**config.mk**
```make
export PLATFORM = sky130hd
export DESIGN_NAME = nms_layer_scheduler_flat
export DESIGN_NICKNAME = d
export VERILOG_FILES = /design/src/rtl/nms_layer_scheduler_if.sv /design/src/rtl/nms_layer_scheduler.sv /design/src/flat_wrapper.sv
export SDC_FILE = /design/constraint.sdc
export NUM_CORES = 1
export LEC_CHECK = 0
export BUFFER_PORTS_ARGS = -buffer_cell sky130_fd_sc_hd__clkbuf_2
export CAP_MARGIN = 10
export CORE_MARGIN = 5
export CORE_UTILIZATION = 35
export DETAILED_ROUTE_END_ITERATION = 10
export HOLD_SLACK_MARGIN = 0.1
export PLACE_DENSITY = 0.53
export SYNTH_ARGS = -nofsm -noshare
export SYNTH_HDL_FRONTEND = slang
export SYNTH_SLANG_ARGS = --single-unit
```
**constraint.sdc**
```tcl
create_clock -name clk -period 2.04 [get_ports clk]
set_input_delay 0.204 -clock clk [delete_from_list [all_inputs] [get_ports clk]]
set_output_delay 0.204 -clock clk [all_outputs]
set_load 0.03 [all_outputs]
```
**src/rtl/nms_layer_scheduler_if.sv**
```systemverilog
// Handshake bundle between the NMS layer scheduler and the sort/CNU datapath.
// The master modport is the scheduler side and the slave modport is the datapath side.
interface nms_layer_scheduler_if #(
    parameter int LW  = 2,
    parameter int CWD = 5,
    parameter int IW  = 4
);
    logic           start_frame;
    logic           abort;
    logic           col_ready;
    logic           row_done;
    logic           check_done;
    logic           check_pass;
    logic           busy;
    logic           col_valid;
    logic [CWD-1:0] col_idx;
    logic           col_first;
    logic           col_last;
    logic [LW-1:0]  layer_idx;
    logic [IW-1:0]  iter_cnt;
    logic           last_iteration;
    logic           iter_done;
    logic           check_req;
    logic           done;
    logic           decode_ok;

    modport master (
        input  start_frame, abort, col_ready, row_done, check_done, check_pass,
        output busy, col_valid, col_idx, col_first, col_last, layer_idx, iter_cnt,
               last_iteration, iter_done, check_req, done, decode_ok
    );

    modport slave (
        output start_frame, abort, col_ready, row_done, check_done, check_pass,
        input  busy, col_valid, col_idx, col_first, col_last, layer_idx, iter_cnt,
               last_iteration, iter_done, check_req, done, decode_ok
    );
endinterface

```
**src/rtl/nms_layer_scheduler.sv**
```systemverilog
// Layer/column sequencer for the layered NMS LDPC decoder: streams column-block beats per layer,
// waits for each layer's write-back, counts iterations and ends the frame on parity pass or limit.
module nms_layer_scheduler #(
    parameter int ROWS     = 4,
    parameter int COLS     = 24,
    parameter int ITER_MAX = 10,
    parameter int LW       = (ROWS > 1) ? $clog2(ROWS) : 1,
    parameter int CWD      = $clog2(COLS),
    parameter int IW       = (ITER_MAX > 1) ? $clog2(ITER_MAX) : 1
) (
    input  logic                    clk,
    input  logic                    rst_n,
    nms_layer_scheduler_if.master   bus
);
    localparam logic [CWD-1:0] COL_MAX   = CWD'(COLS - 1);
    localparam logic [LW-1:0]  LAYER_MAX = LW'(ROWS - 1);
    localparam logic [IW-1:0]  ITER_LAST = IW'(ITER_MAX - 1);

    typedef enum logic [2:0] {
        S_IDLE,
        S_ISSUE,
        S_WAIT_ROW,
        S_CHECK,
        S_DONE
    } state_t;

    state_t         state_reg;
    logic [CWD-1:0] col_idx_reg;
    logic [LW-1:0]  layer_idx_reg;
    logic [IW-1:0]  iter_cnt_reg;
    logic           busy_reg;
    logic           col_valid_reg;
    logic           iter_done_reg;
    logic           check_req_reg;
    logic           done_reg;
    logic           decode_ok_reg;

    always_ff @(posedge clk or negedge rst_n) begin
        if (!rst_n) begin
            state_reg     <= S_IDLE;
            col_idx_reg   <= '0;
            layer_idx_reg <= '0;
            iter_cnt_reg  <= '0;
            busy_reg      <= 1'b0;
            col_valid_reg <= 1'b0;
            iter_done_reg <= 1'b0;
            check_req_reg <= 1'b0;
            done_reg      <= 1'b0;
            decode_ok_reg <= 1'b0;
        end else begin
            iter_done_reg <= 1'b0;
            done_reg      <= 1'b0;
            // Abort beats every state transition, including a start in IDLE.
            if (bus.abort) begin
                state_reg     <= S_IDLE;
                col_idx_reg   <= '0;
                layer_idx_reg <= '0;
                iter_cnt_reg  <= '0;
                busy_reg      <= 1'b0;
                col_valid_reg <= 1'b0;
                check_req_reg <= 1'b0;
                decode_ok_reg <= 1'b0;
            end else begin
                case (state_reg)
                    S_IDLE: begin
                        if (bus.start_frame) begin
                            col_idx_reg   <= '0;
                            layer_idx_reg <= '0;
                            iter_cnt_reg  <= '0;
                            decode_ok_reg <= 1'b0;
                            busy_reg      <= 1'b1;
                            col_valid_reg <= 1'b1;
                            state_reg     <= S_ISSUE;
                        end
                    end
                    S_ISSUE: begin
                        if (bus.col_ready) begin
                            if (col_idx_reg == COL_MAX) begin
                                col_idx_reg   <= '0;
                                col_valid_reg <= 1'b0;
                                state_reg     <= S_WAIT_ROW;
                            end else begin
                                col_idx_reg <= col_idx_reg + CWD'(1);
                            end
                        end
                    end
                    S_WAIT_ROW: begin
                        if (bus.row_done) begin
                            if (layer_idx_reg == LAYER_MAX) begin
                                layer_idx_reg <= '0;
                                iter_done_reg <= 1'b1;
                                check_req_reg <= 1'b1;
                                state_reg     <= S_CHECK;
                            end else begin
                                layer_idx_reg <= layer_idx_reg + LW'(1);
                                col_valid_reg <= 1'b1;
                                state_reg     <= S_ISSUE;
                            end
                        end
                    end
                    S_CHECK: begin
                        if (bus.check_done) begin
                            check_req_reg <= 1'b0;
                            if (bus.check_pass || (iter_cnt_reg == ITER_LAST)) begin
                                decode_ok_reg <= bus.check_pass;
                                done_reg      <= 1'b1;
                                state_reg     <= S_DONE;
                            end else begin
                                iter_cnt_reg  <= iter_cnt_reg + IW'(1);
                                col_valid_reg <= 1'b1;
                                state_reg     <= S_ISSUE;
                            end
                        end
                    end
                    S_DONE: begin
                        busy_reg  <= 1'b0;
                        state_reg <= S_IDLE;
                    end
                    default: begin
                        busy_reg      <= 1'b0;
                        col_valid_reg <= 1'b0;
                        check_req_reg <= 1'b0;
                        state_reg     <= S_IDLE;
                    end
                endcase
            end
        end
    end

    // First/last flags are gated by col_valid so idle beat outputs stay all-zero.
    assign bus.col_first      = col_valid_reg && (col_idx_reg == '0);
    assign bus.col_last       = col_valid_reg && (col_idx_reg == COL_MAX);
    assign bus.last_iteration = busy_reg && (iter_cnt_reg == ITER_LAST);

    assign bus.busy      = busy_reg;
    assign bus.col_valid = col_valid_reg;
    assign bus.col_idx   = col_idx_reg;
    assign bus.layer_idx = layer_idx_reg;
    assign bus.iter_cnt  = iter_cnt_reg;
    assign bus.iter_done = iter_done_reg;
    assign bus.check_req = check_req_reg;
    assign bus.done      = done_reg;
    assign bus.decode_ok = decode_ok_reg;
endmodule

```
**src/flat_wrapper.sv**
```systemverilog
// flat-port wrapper written by rule: the top's interface ports become plain ports
module nms_layer_scheduler_flat 
#(
    parameter int ROWS     = 4,
    parameter int COLS     = 24,
    parameter int ITER_MAX = 10,
    parameter int LW       = (ROWS > 1) ? $clog2(ROWS) : 1,
    parameter int CWD      = $clog2(COLS),
    parameter int IW       = (ITER_MAX > 1) ? $clog2(ITER_MAX) : 1
)
  (clk, rst_n, bus_start_frame, bus_abort, bus_col_ready, bus_row_done, bus_check_done, bus_check_pass, bus_busy, bus_col_valid, bus_col_idx, bus_col_first, bus_col_last, bus_layer_idx, bus_iter_cnt, bus_last_iteration, bus_iter_done, bus_check_req, bus_done, bus_decode_ok);
  nms_layer_scheduler_if #(.LW(LW), .CWD(CWD), .IW(IW)) bus_i ();
  input  logic clk;
  input  logic rst_n;
  input wire logic [$bits(bus_i.start_frame)-1:0] bus_start_frame;
  input wire logic [$bits(bus_i.abort)-1:0] bus_abort;
  input wire logic [$bits(bus_i.col_ready)-1:0] bus_col_ready;
  input wire logic [$bits(bus_i.row_done)-1:0] bus_row_done;
  input wire logic [$bits(bus_i.check_done)-1:0] bus_check_done;
  input wire logic [$bits(bus_i.check_pass)-1:0] bus_check_pass;
  output wire logic [$bits(bus_i.busy)-1:0] bus_busy;
  output wire logic [$bits(bus_i.col_valid)-1:0] bus_col_valid;
  output wire logic [$bits(bus_i.col_idx)-1:0] bus_col_idx;
  output wire logic [$bits(bus_i.col_first)-1:0] bus_col_first;
  output wire logic [$bits(bus_i.col_last)-1:0] bus_col_last;
  output wire logic [$bits(bus_i.layer_idx)-1:0] bus_layer_idx;
  output wire logic [$bits(bus_i.iter_cnt)-1:0] bus_iter_cnt;
  output wire logic [$bits(bus_i.last_iteration)-1:0] bus_last_iteration;
  output wire logic [$bits(bus_i.iter_done)-1:0] bus_iter_done;
  output wire logic [$bits(bus_i.check_req)-1:0] bus_check_req;
  output wire logic [$bits(bus_i.done)-1:0] bus_done;
  output wire logic [$bits(bus_i.decode_ok)-1:0] bus_decode_ok;
  assign bus_i.start_frame = bus_start_frame;
  assign bus_i.abort = bus_abort;
  assign bus_i.col_ready = bus_col_ready;
  assign bus_i.row_done = bus_row_done;
  assign bus_i.check_done = bus_check_done;
  assign bus_i.check_pass = bus_check_pass;
  assign bus_busy = bus_i.busy;
  assign bus_col_valid = bus_i.col_valid;
  assign bus_col_idx = bus_i.col_idx;
  assign bus_col_first = bus_i.col_first;
  assign bus_col_last = bus_i.col_last;
  assign bus_layer_idx = bus_i.layer_idx;
  assign bus_iter_cnt = bus_i.iter_cnt;
  assign bus_last_iteration = bus_i.last_iteration;
  assign bus_iter_done = bus_i.iter_done;
  assign bus_check_req = bus_i.check_req;
  assign bus_done = bus_i.done;
  assign bus_decode_ok = bus_i.decode_ok;
  nms_layer_scheduler #(.ROWS(ROWS), .COLS(COLS), .ITER_MAX(ITER_MAX), .LW(LW), .CWD(CWD), .IW(IW)) u_core (.clk(clk), .rst_n(rst_n), .bus(bus_i));
endmodule
```
=== Word-level counts from Yosys, hierarchy flattened ===
Cells that the tools add are included.
W data, S select, Z words.

* Divide/modulo/power cells: 0
* Multiply operators: 0
* Reduce and logical (&&, ||, !) cells: 19
* Muxes and demuxes: 53
* Order comparisons: 0
* $add $sub $neg: 3
* Shifts and indexed selects: 0
* Equality and inequality tests: 19
* Bitwise operators: 0

{| class="wikitable"
|+ Operators by type and width
! kind !! number
|-
| $mux W1 || 25
|-
| $mux W3 || 7
|-
| $mux W5 || 4
|-
| $ne A3 B3 Y1 const B || 6
|-
| $mux W4 || 4
|-
| $pmux W3 S4 || 1
|-
| $reduce_and A4 Y1 || 3
|-
| $mux W2 || 5
|-
| $pmux W5 S2 || 1
|-
| $ne A3 B2 Y1 const B || 3
|-
| $reduce_bool A3 Y1 || 3
|-
| $pmux W4 S2 || 1
|-
| $reduce_and A8 Y1 || 1
|-
| $eq A3 B2 Y1 const B || 2
|-
| $reduce_and A3 Y1 || 2
|-
| $reduce_or A3 Y1 || 2
|-
| $add A5 B1 Y5 const B || 1
|-
| $eq A5 B5 Y1 const B || 1
|-
| $logic_not A5 Y1 || 1
|-
| $pmux W1 S5 || 1
|-
| $reduce_and A5 Y1 || 1
|-
| $add A4 B1 Y4 const B || 1
|-
| $eq A4 B4 Y1 const B || 1
|-
| $ne A2 B1 Y1 const B || 2
|-
| 12 further kinds || 15
|}

* Flip-flop bits (word level): 20
* RAM bits: 0
* Latch bits: 0
* Output and inout port bits: 20
* ROM bits: 0
* Memories kept: 0

=== Longest topological paths before layout ===
Gate-level depths: netlist of the first run.

* Depth after elaboration: 6
* Gate-level depth with buffers: 6
* Mapped depth without buffers: 6

=== Least setup slack after synthesis of the first run ===
OpenSTA, ideal clock, no wires.

* Path type: reg-to-reg
* Start point: register u_core.col_idx_reg[0], in the netlist u_core.bus.col_idx[0]
* End point: register u_core.state_reg[0]
* Required time: 1915 ps
* Arrival: 1833 ps
* Clock period less this slack: 1957 ps
* Setup time: 125 ps
* Path slack: 83 ps
* Cell stages (with the launch flop): 6
* Path buffers: 0
* Cell sequence: dfrtp_1 > ha_1 > and4b_1 > a2111o_1 > nand2_1 > mux2_2

* Cells in the longest elaborated chain, start to end: 3

{| class="wikitable"
|+ Ends and longest elaborated chain
! element !! line !! text
|-
| start: declaration || nms_layer_scheduler.sv:28 || <nowiki>logic [CWD-1:0] col_idx_reg;</nowiki>
|-
| start signal: assignment || nms_layer_scheduler.sv:83 || <nowiki>col_idx_reg <= col_idx_reg + CWD'(1);</nowiki>
|-
| $eq A5 B5 Y1 || nms_layer_scheduler.sv:78 || <nowiki>if (col_idx_reg == COL_MAX) begin</nowiki>
|-
| $ne A3 B2 Y1 (no source line) || - ||
|-
| $reduce_and A5 Y1 (no source line) || - ||
|-
| end signal: assignment || nms_layer_scheduler.sv:73 || <nowiki>state_reg <= S_ISSUE;</nowiki>
|-
| end signal: assignment || nms_layer_scheduler.sv:81 || <nowiki>state_reg <= S_WAIT_ROW;</nowiki>
|-
| end signal: assignment || nms_layer_scheduler.sv:93 || <nowiki>state_reg <= S_CHECK;</nowiki>
|-
| end: declaration || nms_layer_scheduler.sv:27 || <nowiki>state_t state_reg;</nowiki>
|}

Every way passes these cells.
A chain may end at the register's enable or synchronous reset.

=== Worst setup path after layout of the first run ===
Ends and elaborated chain as after synthesis.

==> results of run 1 <==
placed cells by master, fill, tap and decap left out, types with 2 or more instances in the layout:
cell / Yosys / final
o2bb2ai_1: 2 / 2
o21ai_0: 7 / 7
mux2i_1: 4 / 4
nand3_1: 6 / 6
nand2_1: 10 / 10
o31a_1: 2 / 2
a211o_1: 2 / 2
and2_1: 3 / 3
buf_4: 1 / 3
o31ai_1: 3 / 3
or2_2: 2 / 2
inv_1: 8 / 8
clkbuf_2: 0 / 27
nand4b_1: 2 / 2
nand2b_1: 3 / 3
mux2_2: 2 / 2
nor2b_1: 2 / 2
ha_1: 5 / 5
and3b_1: 2 / 2
a21o_1: 3 / 3
and4b_1: 2 / 2
clkbuf_4: 0 / 3
nor2_1: 8 / 8
a21oi_1: 5 / 5
nor3b_1: 2 / 2
dfrtp_1: 20 / 20
power by group:
part,leakage [nW],switching (mW),total [mW],internal [mW]
Sequential,0.274,0.0781,0.523,0.445
Clock,0.0138,0.110,0.178,0.0686
Combinational,0.449,0.278,0.471,0.192
worst max-delay path by stage:
stage / startpoint / to / slack [ns] / depth (start not counted)
2_1_floorplan: u_core.bus.col_idx[0] / u_core.state_reg[0] / 0.08 / 5
3_3_place_gp: u_core.bus.col_idx[0] / u_core.state_reg[0] / 0.19 / 5
3_5_place_dp: u_core.bus.col_idx[0] / u_core.state_reg[0] / 0.13 / 5
4_1_cts: u_core.bus.col_idx[0] / u_core.state_reg[0] / 0.11 / 5
5_1_grt: u_core.bus.col_idx[0] / u_core.state_reg[0] / 0.04 / 5
6_report: u_core.bus.col_idx[0] / u_core.state_reg[0] / 0.11 / 5
worst max-delay path: cells and delay by family, from the launching register on:
kind	cells	cell delay, ns
AO/OA/AOI/OAI	1	0.43
adder cells (fa/ha/maj)	1	0.28
flip-flops	1	0.45
multiplexers	1	0.32
AND/OR/NAND/NOR	2	0.34
area by class of cell:
class,instances,area [um^2]
fillers,352,1900
multi-input cells,93,661
flip-flops and latches,20,500
repair buffers,31,168
well taps,46,57.6
inverters,8,30.0
clock buffers,3,22.5
metrics by stage:
step | hold slack, ns | power (mW) | instance area, um^2
final | 0.233 | 1.17 | 1440
after global routing | 0.232 | 1.27 | 1440
after CTS | 0.225 | 1.20 | 1440
after detailed placement | 0.208 | 1.00 | 1410
after global placement | 0.202 | 0.998 | 1410
after floorplan | -0.0916 | 0.868 | 1210
cells by family after synthesis:
family,after synthesis,synth area share
simple gates,50,0.248
compound gates,32,0.194
flops,20,0.413
buf+inv,12,0.0413
mux,6,0.0517
fa+ha+maj,5,0.0517
layer usage:
metal | share of wire | global-route usage | up-vias | wire (um)
met5 | 0 | 0 | - | 0
met4 | 0.0058 | 0.0438 | 0 | 16
met3 | 0.050 | 0.0194 | 2 | 137
met2 | 0.49 | 0.218 | 24 | 1350
met1 | 0.45 | 0.160 | 518 | 1250
li1 | - | - | 520 | -
==> qor.yml, run 1 <==
core-area_mm2: 0.00334
whs_path_depth: 2
cts_setup_buffers: 0
holdBufCountCts: 1
r2r-start: "u_core.bus.col_idx[0]"
wire_per_inst_um: 13.7
cts.sinks: 20
dieArea_mm2: 0.00474
synthTopCellsByCount: "dfrtp_1 (20), nand2_1 (10), inv_1 (8), nor2_1 (8), o21ai_0 (7)"
htree_num_levels: 1
initial_core_util: 0.363
critPathRequiredTime_ns: 2.22
fin_ws_ns: 0.113
yosysSeqAreaShare: 0.413
antenna_left: 0
place_ws_ns: 0.128
cts_tree: "done"
syn_area_mm2: 0.00121
finalWirelength_mm: 2.75
synth_edf_count: 0
place_congestion: 0.813
end_kind: "flop"
irDropWorstVdd_v: 0.000412
path_clk_slew_ns: 0.11
antennaDiodeCount: 0
fin_skew_ns: 0.00601
slew_violations: 0
synth_area_leader_cell: "dfrtp_1"
async_reset_ff_frac: 1.00
gr-usage-all-layers: 0.127
holdPathEnd: "u_core.bus.decode_ok"
synth_flop_cell: "dfrtp_1"
largest_reg_flops: 5
tightest_slew_ns: 0.516
cp-start-kind: "flop"
synth_area_leaders: "dfrtp_1 (41%), ha_1 (5.2%), mux2i_1 (3.3%)"
grt_pass1_wl_mm: 4.46
yosys_warnings: 0
cts_buffers: 3
finalNonFillerCells: 201
maxCapViolCount: 0
fin_setup_tns_ns: 0
drive_above_1_share: 0.258
crit_arrival_ns: 2.11
p_per_area_mw_per_mm2: 814
clockBufferDepth: 2
first_global_vias: 1014
netlist_instances: 125
status: "completed"
dpl.hpwl_mm: 2.12
crit_fanout: 6
p_leak_nw: 0.737
dp_cells: 197
avgSynthCellArea_um2: 9.69
die_w_um: 68.8
vias: 1064
r2r_cells: 5
antenna_found_initial: 0
drc_errors: 0
drtPass1Iterations: 6
crit_path_top_delay_cell: "dfrtp_1"
r2r_end: "u_core.state_reg[0]"
hold_class: "primary input to flop"
cts_resized: 0
critPathKind: "flop to flop"
min-delay-start: "bus_check_pass"
timing.reg2reg.setup_slack_ns: 0.11
cp_slowest_stage_delay_ns: 0.45
grt-ovfl-total: 0
area.growth.synth_to_final_pct: 18.8
fin_crit_ns: 1.93
max_freq_mhz: 519
synth_cell_types: 42
drt_iter0_drc: 65
synth_top_area_frac: 0.413
finalSetupViolCount: 0
rows: 21
ioPinCount: 28
crit_chain: "ha_1 > and4b_1 > a2111o_1 > nand2_1 > mux2_2"
die_h_um: 68.8
synth_most_common_cell: "dfrtp_1"
insertion_delay_ns: 0.29
synth.net_count: 138
cts_root_buf: "clkbuf_4"
post-route-period-util: 0.945
port_buffers: 27
viasPerCell: 5.29
ys_seq_elements: 20
final_util: 0.431
max-slew-margin-rel: 0.656
grt_max_degree: 21
hold_violations: 0
rsz0062_at_grt: "false"
final_nets: 170
(Power assumes the default switching activity.)
==> run 2: changes to the inputs <==
Settings changed: RECOVER_POWER from default to 25.
==> run 2 against run 1 <==
Net effect: first-iteration DRC count is the same; die area did not move; register-to-register slack about the same; clock power hardly changed; wire length did not move; utilization barely moved; largest cell class unchanged; highest routed layer unchanged.
==> qor.yml, run 2 (synthesis results as in run 1) <==
dpl.hpwl_mm: 2.12  # unchanged
grt_pass1_wl_mm: 4.46  # unchanged
post-route-period-util: 0.946  # +0.00138
antenna_found_initial: 0  # unchanged
rows: 21  # unchanged
switching_share: 0.398  # about the same
r2r-start: "u_core.bus.col_idx[0]"
critPathRequiredTime_ns: 2.22  # about the same
crit_fanout: 6  # unchanged
holdBufCountCts: 1  # unchanged
max-slew-margin-rel: 0.256  # -0.400
r2r_cells: 5  # unchanged
crit_arrival_ns: 2.11  # about the same
initial_core_util: 0.363  # unchanged
grt_max_degree: 21  # unchanged
internal_power_mw: 0.706  # about the same
htree_num_levels: 1  # unchanged
p_sw_mw: 0.466  # about the same
port_buffers: 27  # unchanged
wire_per_inst_um: 13.7  # unchanged
max_freq_mhz: 518  # -0.15%
dieArea_mm2: 0.00474  # unchanged
antenna_left: 0  # unchanged
crit_path_top_delay_cell: "dfrtp_1"
gr-usage-all-layers: 0.127  # unchanged
fin_skew_ns: 0.00595  # -0.0000568 ns
ioPinCount: 28  # unchanged
final_nets: 170  # unchanged
cts_resized: 0  # unchanged
fin_setup_tns_ns: 0  # unchanged
clkPwrFrac: 0.152  # about the same
crit_chain: "ha_1 > and4b_1 > a2111o_1 > nand2_1 > mux2_2"
largest_reg_flops: 5  # unchanged
viasPerCell: 5.28  # -0.28%
clockBufferDepth: 2  # unchanged
maxCapViolCount: 0  # unchanged
die_h_um: 68.8  # unchanged
p_per_area_mw_per_mm2: 815  # about the same
finalWirelength_mm: 2.75  # unchanged
fin_crit_ns: 1.93  # +0.00281 ns
irDropWorstVdd_v: 0.000412  # about the same
holdPathEnd: "u_core.bus.decode_ok"
place_congestion: 0.813  # unchanged
stdcell_area_mm2: 0.00144  # about the same
dpl_cell_area_mm2: 0.00141  # unchanged
p_comb_frac: 0.401  # about the same
end_kind: "flop"
path_clk_slew_ns: 0.11  # about the same
die_w_um: 68.8  # unchanged
cp_slowest_stage_delay_ns: 0.45  # about the same
vias: 1061  # -0.28%
antennaDiodeCount: 0  # unchanged
core-area_mm2: 0.00334  # unchanged
timing.reg2reg.setup_slack_ns: 0.11  # about the same
cts.sinks: 20  # unchanged
cp-start-kind: "flop"
status: "completed"
drtPass1Iterations: 6  # unchanged
cts_root_buf: "clkbuf_4"
critPathKind: "flop to flop"
hold_violations: 0  # unchanged
seq_power_share: 0.446  # about the same
area.growth.synth_to_final_pct: 18.7  # about the same
final_cell_mix: "clkbuf_2 (26), dfrtp_1 (20), nand2_1 (10), inv_1 (8), nor2_1 (8)"
drt_iter0_drc: 65  # unchanged
grt-ovfl-total: 0  # unchanged
drive_above_1_share: 0.252  # -0.00645
r2r_end: "u_core.state_reg[0]"
drc_errors: 0  # unchanged
whs_path_depth: 2  # unchanged
first_global_vias: 1014  # unchanged
final_common_cell: "clkbuf_2"
slew_violations: 0  # unchanged
rsz0062_at_grt: "false"
hold_class: "primary input to flop"
min-delay-start: "bus_check_pass"
insertion_delay_ns: 0.29  # about the same
cts_buffers: 3  # unchanged
p_leak_nw: 0.734  # -0.40%
tightest_slew_ns: 1.12  # +0.600 ns
finalSetupViolCount: 0  # unchanged
cts_tree: "done"
cts_setup_buffers: 0  # unchanged
## run 2: power groups by stage
stage	clock, mW	sequential [mW]	combinational (mW)
2_1_floorplan	0	0.562	0.305
3_3_place_gp	0	0.528	0.470
3_5_place_dp	0	0.530	0.474
4_1_cts	0.196	0.522	0.478
5_1_grt	0.213	0.536	0.517
6_report	0.178	0.523	0.470
## run 2: worst max-delay path by stage
| stage | slack, ns | to | start |
|---|---|---|---|
| after floorplan | 0.08 | u_core.state_reg[0] | u_core.bus.col_idx[0] |
| after CTS | 0.11 | u_core.state_reg[0] | u_core.bus.col_idx[0] |
| after detailed placement | 0.13 | u_core.state_reg[0] | u_core.bus.col_idx[0] |
| after global placement | 0.19 | u_core.state_reg[0] | u_core.bus.col_idx[0] |
| final | 0.11 | u_core.state_reg[0] | u_core.bus.col_idx[0] |
| after global routing | 0.04 | u_core.state_reg[0] | u_core.bus.col_idx[0] |
## run 2: metrics by stage
step           std cells  hold WS, ns  utilization  setup slack, ns  power (mW)
6_report             201        0.233        0.431            0.110        1.17
5_1_grt              201        0.232        0.431           0.0359        1.27
4_1_cts              201        0.225        0.431            0.111        1.20
3_5_place_dp         197        0.208        0.421            0.128        1.00
3_3_place_gp         197        0.202        0.421            0.189       0.998
2_1_floorplan        125      -0.0916            -           0.0827       0.868
## run 2: critical path, delay by kind of cell, from the launching register on
family                     cells  cell delay (ns)
AOI/OAI and AO/OA              1             0.43
adders and majority gates      1             0.28
DFF                            1             0.45
muxes                          1             0.32
and+or+nand+nor                2             0.34
## run 2: per-layer routing
layer | vias up | share of wire | routed length, um | track usage
met5 | - | 0 | 0 | 0
met4 | 0 | 0.0058 | 16 | 0.0438
met3 | 2 | 0.048 | 133 | 0.0194
met2 | 24 | 0.49 | 1350 | 0.218
met1 | 516 | 0.45 | 1250 | 0.160
li1 | 519 | - | - | -
## run 2: cell type report
cell class,instances,area (um^2)
tap,46,57.6
timing repair buffer,31,166
multi-input combinational,93,661
inverter,8,30.0
sequential,20,500
clock buffer,3,22.5
fill,353,1900
